==> src/rtl/uart_pkg.sv <==
// Shared UART definitions used by the transmit framer and the receiver.
//   uart_state_t        : tx/rx state encoding (IDLE/START/DATA/PARITY/STOP)
//   DEFAULT_OVERSAMPLE  : clk cycles per bit (receiver samples mid-bit at 16x)
//   DEFAULT_DATA_BITS   : data bits per frame
//   even_parity()       : XOR of a data word, zero-extended to PARITY_FN_W bits
package uart_pkg;

    typedef enum logic [2:0] {
        ST_IDLE   = 3'd0,
        ST_START  = 3'd1,
        ST_DATA   = 3'd2,
        ST_PARITY = 3'd3,
        ST_STOP   = 3'd4
    } uart_state_t;

    localparam int DEFAULT_OVERSAMPLE = 16;
    localparam int DEFAULT_DATA_BITS  = 8;

    // Wide enough for any legal DATA_BITS; zero padding does not change an XOR.
    localparam int PARITY_FN_W = 16;

    function automatic logic even_parity(input logic [PARITY_FN_W-1:0] word);
        return ^word;
    endfunction

endpackage

==> src/rtl/uart_tx_framer.sv <==
// UART transmit framer. Accepts parallel words over a valid/ready handshake
// into a one-deep holding register and serialises them onto TxD as
// start bit, DATA_BITS data bits LSB first, optional even parity, stop bit(s).
// Each bit lasts OVERSAMPLE clk cycles. A word waiting in the holding
// register is reloaded on the final stop tick, so frames run back to back.
//
// Ports:
//   clk       in   single clock
//   reset     in   synchronous, active-high
//   tx_data   in   [DATA_BITS] word to send, sampled on accept
//   tx_valid  in   upstream has a word
//   tx_ready  out  holding register empty (and not in reset)
//   TxD       out  registered serial line, idles high
//   tx_busy   out  FSM not in IDLE
//   tx_done   out  one-cycle pulse at the end of each frame's last stop bit
//
// state      | meaning
// -----------+------------------------------------------------------------
// ST_IDLE    | line high, waiting for hold_valid
// ST_START   | TxD low for one bit period
// ST_DATA    | shifting out data bits LSB first, bit_cnt = current bit
// ST_PARITY  | TxD = parity latched when the word was loaded
// ST_STOP    | TxD high for STOP_BITS periods, bit_cnt = current stop bit
module uart_tx_framer
    import uart_pkg::*;
#(
    parameter int DATA_BITS  = DEFAULT_DATA_BITS,
    parameter int OVERSAMPLE = DEFAULT_OVERSAMPLE,
    parameter int PARITY_EN  = 1,
    parameter int STOP_BITS  = 1
) (
    input  logic                 clk,
    input  logic                 reset,
    input  logic [DATA_BITS-1:0] tx_data,
    input  logic                 tx_valid,
    output logic                 tx_ready,
    output logic                 TxD,
    output logic                 tx_busy,
    output logic                 tx_done
);

    localparam int TICK_W = (OVERSAMPLE > 1) ? $clog2(OVERSAMPLE) : 1;
    localparam int BIT_W  = $clog2(DATA_BITS + 1);

    localparam logic [TICK_W-1:0] TICK_LAST = TICK_W'(OVERSAMPLE - 1);
    localparam logic [BIT_W-1:0]  DATA_LAST = BIT_W'(DATA_BITS - 1);
    localparam logic [BIT_W-1:0]  STOP_LAST = BIT_W'(STOP_BITS - 1);

    uart_state_t          state;
    logic [TICK_W-1:0]    tick;
    logic [BIT_W-1:0]     bit_cnt;
    logic [DATA_BITS-1:0] shift_reg;
    logic [DATA_BITS-1:0] hold_reg;
    logic                 hold_valid;
    logic                 parity_bit;
    logic                 tick_at_end;

    assign tick_at_end = (tick == TICK_LAST);

    // Depends only on registered state and reset, never on tx_valid.
    assign tx_ready = !hold_valid && !reset;

    always_ff @(posedge clk) begin
        if (reset) begin
            state      <= ST_IDLE;
            TxD        <= 1'b1;
            hold_valid <= 1'b0;
            hold_reg   <= '0;
            tick       <= '0;
            bit_cnt    <= '0;
            shift_reg  <= '0;
            parity_bit <= 1'b0;
            tx_done    <= 1'b0;
            tx_busy    <= 1'b0;
        end else begin
            tx_done <= 1'b0;

            // Accept and reload never coincide: tx_ready is low while hold_valid is set.
            if (tx_valid && tx_ready) begin
                hold_reg   <= tx_data;
                hold_valid <= 1'b1;
            end

            if (state != ST_IDLE) begin
                tick <= tick_at_end ? '0 : tick + 1'b1;
            end

            case (state)
                ST_IDLE: begin
                    tick <= '0;
                    if (hold_valid) begin
                        shift_reg  <= hold_reg;
                        parity_bit <= even_parity(PARITY_FN_W'(hold_reg));
                        hold_valid <= 1'b0;
                        TxD        <= 1'b0;
                        tx_busy    <= 1'b1;
                        state      <= ST_START;
                    end
                end

                ST_START: begin
                    if (tick_at_end) begin
                        TxD     <= shift_reg[0];
                        bit_cnt <= '0;
                        state   <= ST_DATA;
                    end
                end

                ST_DATA: begin
                    if (tick_at_end) begin
                        if (bit_cnt == DATA_LAST) begin
                            bit_cnt <= '0;
                            if (PARITY_EN != 0) begin
                                TxD   <= parity_bit;
                                state <= ST_PARITY;
                            end else begin
                                TxD   <= 1'b1;
                                state <= ST_STOP;
                            end
                        end else begin
                            // Next bit is shift_reg[1] before the shift lands.
                            shift_reg <= shift_reg >> 1;
                            TxD       <= shift_reg[1];
                            bit_cnt   <= bit_cnt + 1'b1;
                        end
                    end
                end

                ST_PARITY: begin
                    if (tick_at_end) begin
                        TxD     <= 1'b1;
                        bit_cnt <= '0;
                        state   <= ST_STOP;
                    end
                end

                ST_STOP: begin
                    if (tick_at_end) begin
                        if (bit_cnt == STOP_LAST) begin
                            tx_done <= 1'b1;
                            bit_cnt <= '0;
                            if (hold_valid) begin
                                shift_reg  <= hold_reg;
                                parity_bit <= even_parity(PARITY_FN_W'(hold_reg));
                                hold_valid <= 1'b0;
                                TxD        <= 1'b0;
                                state      <= ST_START;
                            end else begin
                                TxD     <= 1'b1;
                                tx_busy <= 1'b0;
                                state   <= ST_IDLE;
                            end
                        end else begin
                            bit_cnt <= bit_cnt + 1'b1;
                        end
                    end
                end

                default: begin
                    TxD     <= 1'b1;
                    tx_busy <= 1'b0;
                    state   <= ST_IDLE;
                end
            endcase
        end
    end

endmodule

==> config.mk <==
export PLATFORM = sky130hd
export DESIGN_NAME = uart_tx_framer
export DESIGN_NICKNAME = d
export VERILOG_FILES = /design/src/rtl/uart_pkg.sv /design/src/rtl/uart_tx_framer.sv
export SDC_FILE = /design/constraint.sdc
export NUM_CORES = 1
export LEC_CHECK = 0
export BUFFER_PORTS_ARGS = -buffer_cell sky130_fd_sc_hd__buf_2
export CORE_ASPECT_RATIO = 1.5
export CORE_MARGIN = 10
export CORE_UTILIZATION = 58
export DETAILED_ROUTE_END_ITERATION = 10
export PLACE_DENSITY = 0.78
export SYNTH_ARGS = -nofsm -noshare
export SYNTH_HDL_FRONTEND = slang
export SYNTH_SLANG_ARGS = --single-unit
export TNS_END_PERCENT = 20
==> constraint.sdc <==
create_clock -name clk -period 2.8 [get_ports clk]
set_clock_uncertainty 0.2 [all_clocks]
set_input_delay 0.56 -clock clk [delete_from_list [all_inputs] [get_ports clk]]
set_output_delay 0.56 -clock clk [all_outputs]
set_load 0.005 [all_outputs]
### Yosys cells after proc, flatten, opt, wreduce, memory -nomap -nowiden

Cells that the tools add are included.

* $add $sub $neg: 2
* multipliers: 0
* div/mod/pow operators: 0
* order comparisons: 0
* equality and inequality tests: 16
* shift-type cells: 0
* multiplexer cells: 46
* bitwise operators: 3
* reduce and logical (&&, ||, !) cells: 21

Operator list (number)
* 8-bit 2-to-1 mux: 5
* 4-bit 2-to-1 mux: 6
* 8-bit case mux with 3 select lines: 1
* 1-bit 2-to-1 mux: 21
* 3-bit 2-to-1 mux: 7
* 2-bit inequality test, second input constant: 9
* 16-bit parity: 1
* 3-bit case mux with 5 select lines: 1
* 4-bit case mux with 3 select lines: 1
* 5-bit AND reduction: 2
* 3-bit nonzero test: 3
* 4-bit by 1-bit adder with 4-bit output, second input constant: 2
* 7-bit AND reduction: 1
* 3-bit by 2-bit == test with 1-bit output, second input constant: 2
* 6-bit AND reduction: 1
* 3-bit OR reduction: 2
* 1-bit case mux with 5 select lines: 1
* 4-bit by 3-bit == test with 1-bit output, second input constant: 1
* 4-bit == test, second input constant: 1
* 4-bit zero test: 1
* 1-bit case mux with 2 select lines: 2
* 4-bit AND reduction: 1
* 2-bit OR reduction: 2
* 3-bit by 1-bit == test with 1-bit output, second input constant: 1
* 9 further kinds: 13

* register bits after elaboration: 32
* latch bits: 0
* RAM bits: 0
* bits in read-only memories: 0
* input bits: 11
* output and inout port bits: 4
* word-level logic and storage cells: 98
* memories kept: 0

### Depth between registers and ports, before layout

Gate-level depths: netlist (run 1).

* depth after elaboration: 8
* depth in mapped cells: 7
* mapped depth without buffers: 6

### Worst setup path after synthesis (run 1)

Ideal clock, no wire load.

* path kind: register to register
* start: register tick[0]
* end: register shift_reg[0]
* library setup time: 0.121 ns
* arrival time: 1.666 ns
* required time: 2.479 ns
* setup slack: 0.813 ns
* stages on the path, launching flop included: 8
* path buffers: 2
* clock period less this slack: 1.987 ns
* cells stage by stage: dfxtp_1 > ha_1 > and3_1 > buf_6 > a21oi_2 > or3_1 > buf_6 > mux2_4

* longest elaborated chain between the ends: 3
* elaborated cells on any way between the ends: 4
* those cells by class: eq/ne (3); reduce/logical (1)

Ends and longest elaborated chain
* from (decl): line uart_tx_framer.sv:50 `logic [TICK_W-1:0] tick;`
* from (signal assigned): line uart_tx_framer.sv:85 `tick <= tick_at_end ? '0 : tick + 1'b1;`
* 4-bit == test (*): line uart_tx_framer.sv:58 `assign tick_at_end = (tick == TICK_LAST);`
* 2-bit inequality test (no source line)
* 5-bit AND reduction (no source line) (*)
* to (signal assigned): line uart_tx_framer.sv:92 `shift_reg <= hold_reg;`
* to (signal assigned): line uart_tx_framer.sv:122 `shift_reg <= shift_reg >> 1;`
* to (signal assigned): line uart_tx_framer.sv:143 `shift_reg <= hold_reg;`
* to (decl): line uart_tx_framer.sv:52 `logic [DATA_BITS-1:0] shift_reg;`

Every way passes the cells marked *; elsewhere a longest branch is shown, timed or not.
A chain may end at the register's enable or synchronous reset.

### Worst setup path in the final report (run 1)

* start: register tick[0]
* end: register shift_reg[4]

Same word-level chain as after synthesis.

==> impl_metrics.tcl, run 1 <==
set metrics [dict create \
    synth.net_count 209 \
    grt.total_usage 0.136 \
    yosys_warnings 0 \
    synth_top_family_by_area "simple AND/OR/NAND/NOR gates" \
    synth.largest_area_cell "dfxtp_1" \
    multi_input_comb_area_um2 1020 \
    cts_max_level 2 \
    routabilityCongestion 0.875 \
    worst_slew_pin_slew_ps 649 \
    power.total_mw 1.18 \
    leakage_power_total_nw 0.772 \
    total_number_of_clock_tree_sinks 32 \
    synth_area_leaders "dfxtp_1 (36%), mux2_4 (6.0%), xnor2_1 (5.0%)" \
    crit_buf_inv 0 \
    remaining_drc_errors 0 \
    post_drt_antenna_nets 0 \
    vdd_drop_max_mv 0.501 \
    synthesis.instances 195 \
    floorplan.die_area_um2 5680 \
    setup_viol_count_final 0 \
    avgRoutedWirePerCell_um 14.9 \
    via_count 1364 \
    hold_slack_ps 281 \
    clk_path_buf_depth 2 \
    postCtsResizedCells 0 \
    worst_path_largest_cell_delay_ps 590 \
    cts-buffers-inserted 5 \
    post_cts_setup_repair_buffer_count 0 \
    pin_count 15 \
    final_design_area_no_fill_um2 1940 \
    final.fill_count 263 \
    layout-drive-gt1-share 0.228 \
    hold_viol 0 \
    grt_util_met1 0.135 \
    fp.dieH_um 87.5 \
    grt_antenna_before_repair 0 \
    crit_path_end_kind "flop" \
    post-synth-top-area-fraction 0.364 \
    timing.final.max_slew_violations 0 \
    synthSimpleGateAreaFrac 0.274 \
    synth-xor-area-share 0.0597 \
    ff_latch_area_um2 641 \
    insertion_delay_ps 280 \
    drt_pass1_iterations 4 \
    grt_max_degree 42 \
    floorplan.initialDensity 0.604 \
    layout-area-overhead-vs-synth_pct 9.95 \
    synth_area_um2 1760 \
    placed_area_um2 1810 \
    share_of_flip_flops_with_an_asynchronous_set_or_reset_after_synthesis 0 \
    max_cap_viol_count 0 \
    synth_compound_gate_area_share 0.104 \
    routed_vias_inst 5.57 \
    synth.avg_cell_area_um2 9.03 \
    num_antenna_cells 0 \
    grt_pass1_vias 1394 \
    overflow 0 \
    hpwl_mm 2.60 \
    synth_top_cells_by_count "dfxtp_1 (32), nand2_1 (20), nor2_1 (15)" \
    critical_path.top_delay_family "simple AND/OR/NAND/NOR gates" \
    setup_tns_ps 0 \
    startpoint_type "flop" \
    critical_path.cell_chain "ha_1 > and3_1 > a21oi_2 > or3_1 > mux2_4" \
    wire_length_of_the_first_global_routing_pass_mm 6.24 \
    muxShareOfSynthArea 0.118 \
    cts_hold_buffers 0 \
    io_buffer_count 14 \
    cts_tree "done" \
    clock-root-buffer "clkbuf_8" \
    rows 24 \
    timing.setup.critical_path_class "reg -> reg" \
    final.period_utilization 0.848 \
    synthAdderAreaFrac 0.0213 \
    grt_util_met2 0.254 \
    layout.nets 219 \
    yosys_most_used_dff "dfxtp_1" \
    yosysUniqueCellTypes 46 \
    finalCriticalPeriod_ps 2380 \
    synth_seq_area_share 0.364 \
    cts.clk_slew.worst_paths_ps 70 \
    crit_path_top_delay_cell "or3_1" \
    critical_path.max_fanout 9 \
    cp_data_required_time_ps 2770 \
    slew_headroom 0.568 \
    synth_edf_count 0 \
    drt_wl_total_mm 3.64 \
    detailedRoute.firstIterationViolations 62 \
    ff_latch_count_synth 32 \
    global_route.peak_usage_layer "met2" \
    die-width_um 65.0 \
    outcome "complete, no violations" \
    fmax_mhz 421 \
    fp.coreArea_um2 2910 \
    gr-usage-met3 0.0425 \
    cell_with_the_most_instances_after_synthesis "dfxtp_1" \
    power_per_cell_area_nw_per_um2 608 \
    holdCritPathClass "reg -> reg" \
    worst_ep_arrival_time_ps 2350 \
    grt_setup_unrepaired "no" \
]
==> cell usage in the layout (no fill, tap or decap), types with 2 or more instances in the layout <==
| cell type | count |
|---|---|
| o21a_1 | 2 |
| a21oi_1 | 11 |
| or3b_2 | 3 |
| nand2_1 | 20 |
| dfxtp_1 | 32 |
| nand3b_1 | 2 |
| buf_4 | 3 |
| nor3_2 | 2 |
| mux2i_1 | 8 |
| xnor2_1 | 10 |
| nor2b_1 | 2 |
| nor3b_1 | 3 |
| nor2_1 | 15 |
| mux2_2 | 2 |
| mux2_4 | 7 |
| xor2_1 | 2 |
| o21ai_0 | 2 |
| nand2b_1 | 4 |
| and2b_1 | 5 |
| a211oi_1 | 4 |
| nor3_1 | 7 |
| clkbuf_8 | 7 |
| nor4_1 | 3 |
| inv_1 | 3 |
| buf_2 | 14 |
| ha_1 | 3 |
| a31oi_1 | 3 |
| and2b_2 | 4 |
| nand3_1 | 7 |
==> cells by family after synthesis <==
group	Yosys count
buf+inv	17
simple gates	85
compound gates	29
fa+ha+maj	3
mux	17
xor+xnor	12
flops	32
==> stage by stage <==
stage | setup slack (ps) | utilization | std cells
2_1_floorplan | 813 | - | 195
3_3_place_gp | 552 | 0.621 | 237
3_5_place_dp | 456 | 0.621 | 237
4_1_cts | 420 | 0.665 | 245
5_1_grt | 309 | 0.665 | 245
6_report | 425 | 0.665 | 245
==> final timing paths <==
path                from      endpoint  slack, ps  cells after the start
max              tick[0]  shift_reg[4]        420                      5
min          hold_reg[1]   hold_reg[1]        280                      2
max reg2reg      tick[0]  shift_reg[4]        420                      5
min reg2reg  hold_reg[1]   hold_reg[1]        280                      2
==> final cells by class <==
type | instances | area share
well taps | 39 | 0.0252
clock buffers | 7 | 0.0498
flip-flops and latches | 32 | 0.331
multi-input cells | 146 | 0.525
repair buffers | 17 | 0.0478
clock inverters | 1 | 0.0155
inverters | 3 | 0.00582
==> report_power, final <==
group / switching (mW) / internal (mW) / total, mW
combinational: 0.0953 / 0.0845 / 0.180
clock: 0.170 / 0.314 / 0.484
sequential: 0.0302 / 0.484 / 0.514
==> layer usage <==
metal	up-vias	share of wire
met2	27	0.53
met1	642	0.41
met5	-	0
li1	688	-
met4	0	0.016
met3	7	0.043
==> worst min-delay path, stage by stage (launching register included) <==
cell     delay [ps]
dfxtp_1         330
nand2_1          60
a21oi_1          50
No activity file was read; power rests on OpenSTA's default activity.
==> inputs of run 2 (changes only) <==
==> constraint.sdc (replaced) <==
create_clock -name clk -period 2.4 [get_ports clk]
set_clock_uncertainty 0.2 [all_clocks]
set_input_delay 0.48 -clock clk [delete_from_list [all_inputs] [get_ports clk]]
set_output_delay 0.48 -clock clk [all_outputs]
set_load 0.005 [all_outputs]
==> impl_metrics.tcl, run 2 (synthesized netlist as in run 1, its figures left out) <==
set metrics [dict create \
    outcome "complete, no violations" \
    post-place-cells 239 \
    fp.dieH_um 87.5 \
    cts.clk_slew.worst_paths_ps 70 \
    num_antenna_cells 0 \
    power.share.switching 0.265 \
    grt_setup_unrepaired "no" \
    placed_area_um2 1820 \
    timing.setup.critical_path_class "reg -> reg" \
    via_count 1393 \
    rows 24 \
    fmax_mhz 453 \
    setup_tns_ps 0 \
    cts_max_level 2 \
    hold-path-cell-count 3 \
    layout.nets 221 \
    critical_path.max_fanout 9 \
    post_layout_nonfiller_instances 247 \
    crit_path_top_delay_cell "or3_4" \
    leakage_power_total_nw 0.774 \
    clk_path_buf_depth 2 \
    routabilityCongestion 0.863 \
    holdCritPathClass "in -> reg" \
    floorplan.initialDensity 0.604 \
    die-width_um 65.0 \
    timing.final.max_slew_violations 0 \
    final.period_utilization 0.919 \
    finalCriticalPeriod_ps 2210 \
    grt_max_degree 42 \
    r2r-start "tick[0]" \
    wire_length_of_the_first_global_routing_pass_mm 6.11 \
    detailedRoute.firstIterationViolations 39 \
    grt_util_met1 0.121 \
    hold_slack_ps 230 \
    drt_wl_total_mm 3.59 \
    final.fill_count 243 \
    overflow 0 \
    timing.reg2reg.setup_slack_ps 190 \
    multi_input_comb_area_um2 1020 \
    power_per_cell_area_nw_per_um2 684 \
    grt_antenna_before_repair 0 \
    layout-area-overhead-vs-synth_pct 10.2 \
    avgRoutedWirePerCell_um 14.6 \
    startpoint_type "flop" \
    cts-buffers-inserted 5 \
    whs_endpoint "hold_reg[5]" \
    max_cap_viol_count 0 \
    cp_data_required_time_ps 2370 \
    cts_tree "done" \
    crit_path_end_kind "flop" \
    clock-root-buffer "clkbuf_8" \
    critical_path.cell_chain "ha_1 > and3_1 > a21oi_2 > or3_4 > mux2_4" \
    remaining_drc_errors 0 \
    hp-start "tx_data[5]" \
    drt_pass1_iterations 4 \
    slew_headroom 0.569 \
    power.net_switching_mw 0.352 \
    setup_viol_count_final 0 \
    hold_viol 0 \
    pin_count 15 \
    final_design_area_no_fill_um2 1940 \
    relative_contribution_of_sequential_cells_to_total_power 0.443 \
    worst_path_largest_cell_delay_ps 480 \
    worst_slew_pin_slew_ps 647 \
    global_route.peak_usage_layer "met2" \
    comb_power_frac 0.172 \
    gr-usage-met3 0.0399 \
    layout_common_cells "dfxtp_1 (32), nand2_1 (20), nor2_1 (15), buf_2 (14), a21oi_1 (11)" \
    layout-drive-gt1-share 0.240 \
    total_number_of_clock_tree_sinks 32 \
    fp.coreArea_um2 2910 \
    hpwl_mm 2.61 \
    ff_latch_area_um2 641 \
    clkPwrFrac 0.385 \
    floorplan.die_area_um2 5680 \
    worst-r2r-cell-count 5 \
    routed_vias_inst 5.64 \
    post_drt_antenna_nets 0 \
    worst_ep_arrival_time_ps 2180 \
    io_buffer_count 14 \
    grt.total_usage 0.134 \
    rr_endpoint "shift_reg[5]" \
    intPower_mw 0.975 \
    insertion_delay_ps 280 \
    layout.cells.most_common "dfxtp_1" \
    vdd_drop_max_mv 0.637 \
    grt_pass1_vias 1438 \
    grt_util_met2 0.259 \
    post_cts_setup_repair_buffer_count 0 \
]
run 2: changes by cell type in the layout (fill, tap and decap cells not counted):
cell        previous run  this run
clkinvlp_4             0         1
buf_4                  3         5
or3_1                  1         0
clkinv_2               0         1
clkbuf_8               7         5
or3_4                  0         1
run 2: repair_timing:
item | in CTS | in global routing
hold buffers | 0 | 0
setup endpoints to repair | 0 | 7
resized for setup | 0 | 1
run 2: power by group through the flow:
stage | Sequential (mW) | Combinational (mW) | Clock [mW]
after floorplan | 0.595 | 0.181 | 0
after global placement | 0.598 | 0.217 | 0
after detailed placement | 0.600 | 0.225 | 0
after CTS | 0.588 | 0.226 | 0.519
after global routing | 0.592 | 0.253 | 0.540
final | 0.588 | 0.228 | 0.511
run 2: routing by layer:
metal / part of all wire / wire [µm] / vias up
met5: 0 / 0 / -
met1: 0.38 / 1360 / 657
met4: 0.024 / 85 / 0
li1: - / - / 690
met3: 0.045 / 163 / 10
met2: 0.55 / 1980 / 36
run 2: critical path, delay by kind of cell (launching register included):
kind            cells  cell delay (ps)
simple gates        2              850
flops               1              360
mux                 1              320
fa+ha+maj           1              210
compound gates      1              150
run 2: how the worst max path moves through the flow:
| stage | start | endpoint | slack [ps] |
|---|---|---|---|
| floorplan | tick[0] | shift_reg[0] | 410 |
| global placement | tick[0] | shift_reg[5] | 160 |
| detailed placement | tick[0] | shift_reg[5] | 70 |
| CTS | tick[0] | shift_reg[5] | 60 |
| global route | tick[0] | shift_reg[5] | 100 |
| finish | tick[0] | shift_reg[5] | 190 |
run 2: area by class of cell:
| type | count | area share |
|---|---|---|
| repair buffers | 19 | 0.0554 |
| clock buffers | 5 | 0.0355 |
| multi-input cells | 146 | 0.526 |
| flip-flops and latches | 32 | 0.330 |
| clock inverters | 3 | 0.0219 |
| well taps | 39 | 0.0251 |
| inverters | 3 | 0.00580 |
run 2: per-stage QoR:
step | setup WS (ps) | total power, mW | util
after global placement | 158 | 0.815 | 0.626
after CTS | 59.1 | 1.33 | 0.665
after detailed placement | 74.5 | 0.825 | 0.626
after global routing | 99.8 | 1.39 | 0.666
after floorplan | 413 | 0.777 | -
final | 194 | 1.33 | 0.666
==> inputs of run 3 (changes only) <==
--- a/config.mk
+++ b/config.mk
@@ -6,11 +6,14 @@
 export NUM_CORES = 1
 export LEC_CHECK = 0
 export BUFFER_PORTS_ARGS = -buffer_cell sky130_fd_sc_hd__buf_2
+export CELL_PAD_IN_SITES_DETAIL_PLACEMENT = 1
+export CELL_PAD_IN_SITES_GLOBAL_PLACEMENT = 1
 export CORE_ASPECT_RATIO = 1.5
 export CORE_MARGIN = 10
-export CORE_UTILIZATION = 58
+export CORE_UTILIZATION = 45
 export DETAILED_ROUTE_END_ITERATION = 10
 export PLACE_DENSITY = 0.78
+export SETUP_SLACK_MARGIN = 0.15
 export SYNTH_ARGS = -nofsm -noshare
 export SYNTH_HDL_FRONTEND = slang
 export SYNTH_SLANG_ARGS = --single-unit
==> impl_metrics.tcl, run 3 (synthesized netlist as in run 1, its figures left out) <==
set metrics [dict create \
    outcome "complete, no violations" \
    layout-drive-gt1-share 0.251 \
    total_number_of_clock_tree_sinks 32 \
    floorplan.die_area_um2 6870 \
    hold_viol 0 \
    startpoint_type "flop" \
    grt.total_usage 0.130 \
    cts-buffers-inserted 5 \
    detailedRoute.firstIterationViolations 62 \
    cp_data_required_time_ps 2380 \
    routed_vias_inst 5.63 \
    grt_pass1_vias 1581 \
    vdd_drop_max_mv 0.627 \
    post_drt_antenna_nets 0 \
    grt_antenna_before_repair 0 \
    placed_area_um2 1850 \
    drt_wl_total_mm 4.35 \
    io_buffer_count 14 \
    final_design_area_no_fill_um2 1980 \
    critical_path.max_fanout 7 \
    clock-root-buffer "clkbuf_8" \
    overflow 0 \
    layout.nets 224 \
    layout.cells.most_common "dfxtp_1" \
    grt_setup_unrepaired "yes" \
    setup_tns_ps 0 \
    wire_length_of_the_first_global_routing_pass_mm 7.53 \
    leakage_power_total_nw 0.800 \
    cts_tree "done" \
    cts_hold_buffers 0 \
    hpwl_mm 3.19 \
    crit_path_end_kind "flop" \
    power_per_cell_area_nw_per_um2 705 \
    floorplan.initialDensity 0.474 \
    final.period_utilization 0.862 \
    holdCritPathClass "in -> reg" \
    cts.clk_slew.worst_paths_ps 70 \
    fp.dieH_um 96.6 \
    slew_headroom 0.632 \
    num_antenna_cells 0 \
    via_count 1429 \
    rows 27 \
    routabilityCongestion 0.855 \
    pin_count 15 \
    final.fill_count 460 \
    avgRoutedWirePerCell_um 17.1 \
    die-width_um 71.1 \
    worst_slew_pin_slew_ps 551 \
    fp.coreArea_um2 3720 \
    layout-area-overhead-vs-synth_pct 12.7 \
    cts_max_level 2 \
    remaining_drc_errors 0 \
    drt_pass1_iterations 4 \
    insertion_delay_ps 280 \
    worst_ep_arrival_time_ps 2050 \
    clk_path_buf_depth 2 \
    setup_viol_count_final 0 \
    fmax_mhz 483 \
    grt_max_degree 35 \
    finalCriticalPeriod_ps 2070 \
    timing.final.max_slew_violations 0 \
    layout_common_cells "dfxtp_1 (32), nand2_1 (20), nor2_1 (15), buf_2 (14), a21oi_1 (11)" \
    post_cts_setup_repair_buffer_count 0 \
    timing.setup.critical_path_class "reg -> reg" \
    max_cap_viol_count 0 \
]
-- run 3: critical path, stage by stage (launching register included) --
cell and delay, ps:
dfxtp_1 330, ha_1 240, and3_1 230, buf_4 180, a211oi_1 420, a211oi_1 100
nor3_1 270
-- run 3: final cells by class --
type                            count  area [µm²]  area share
Multi-Input combinational cell    146        1020       0.515
Timing Repair Buffer               22         130      0.0656
Tap cell                           43        53.8      0.0271
Sequential cell                    32         641       0.323
Inverter                            3        11.3     0.00568
Clock buffer                        7        96.3      0.0486
Clock inverter                      1        30.0      0.0151
-- run 3: worst paths after layout --
| check | start | end | slack [ps] | cells past startpoint |
|---|---|---|---|---|
| worst max register to register | tick[0] | state[2] | 330 | 6 |
| worst min register to register | tick[0] | tick[0] | 270 | 1 |
| worst max-delay path | tick[0] | state[2] | 330 | 6 |
| worst min-delay path | tx_data[7] | hold_reg[7] | 230 | 3 |
-- run 3: where the power goes --
group	switching, mW	internal (mW)	total (mW)
sequential	0.0247	0.564	0.589
combinational	0.135	0.108	0.243
clock	0.200	0.366	0.566
-- run 3: per-stage QoR --
stage                     worst slack (ps)   util  total power [mW]  instances  hold WS (ps)
after floorplan                        413      -             0.777        195           227
after global placement                 250  0.498             0.828        246           236
after detailed placement               204  0.498             0.842        246           260
after CTS                              167  0.532              1.41        254           228
after global routing                   148  0.534              1.47        254           240
final                                  332  0.534              1.40        254           234
-- run 3: routing by layer --
metal,vias up,global-route usage,routed length (µm)
li1,701,-,-
met1,703,0.129,1660
met2,17,0.239,2500
met3,8,0.0337,93
met4,0,0.0594,93
met5,-,0,0
-- run 3: what timing repair did --
item	CTS	global route
hold endpoints to repair	0	0
resized for setup	0	1
setup endpoints to repair	0	8
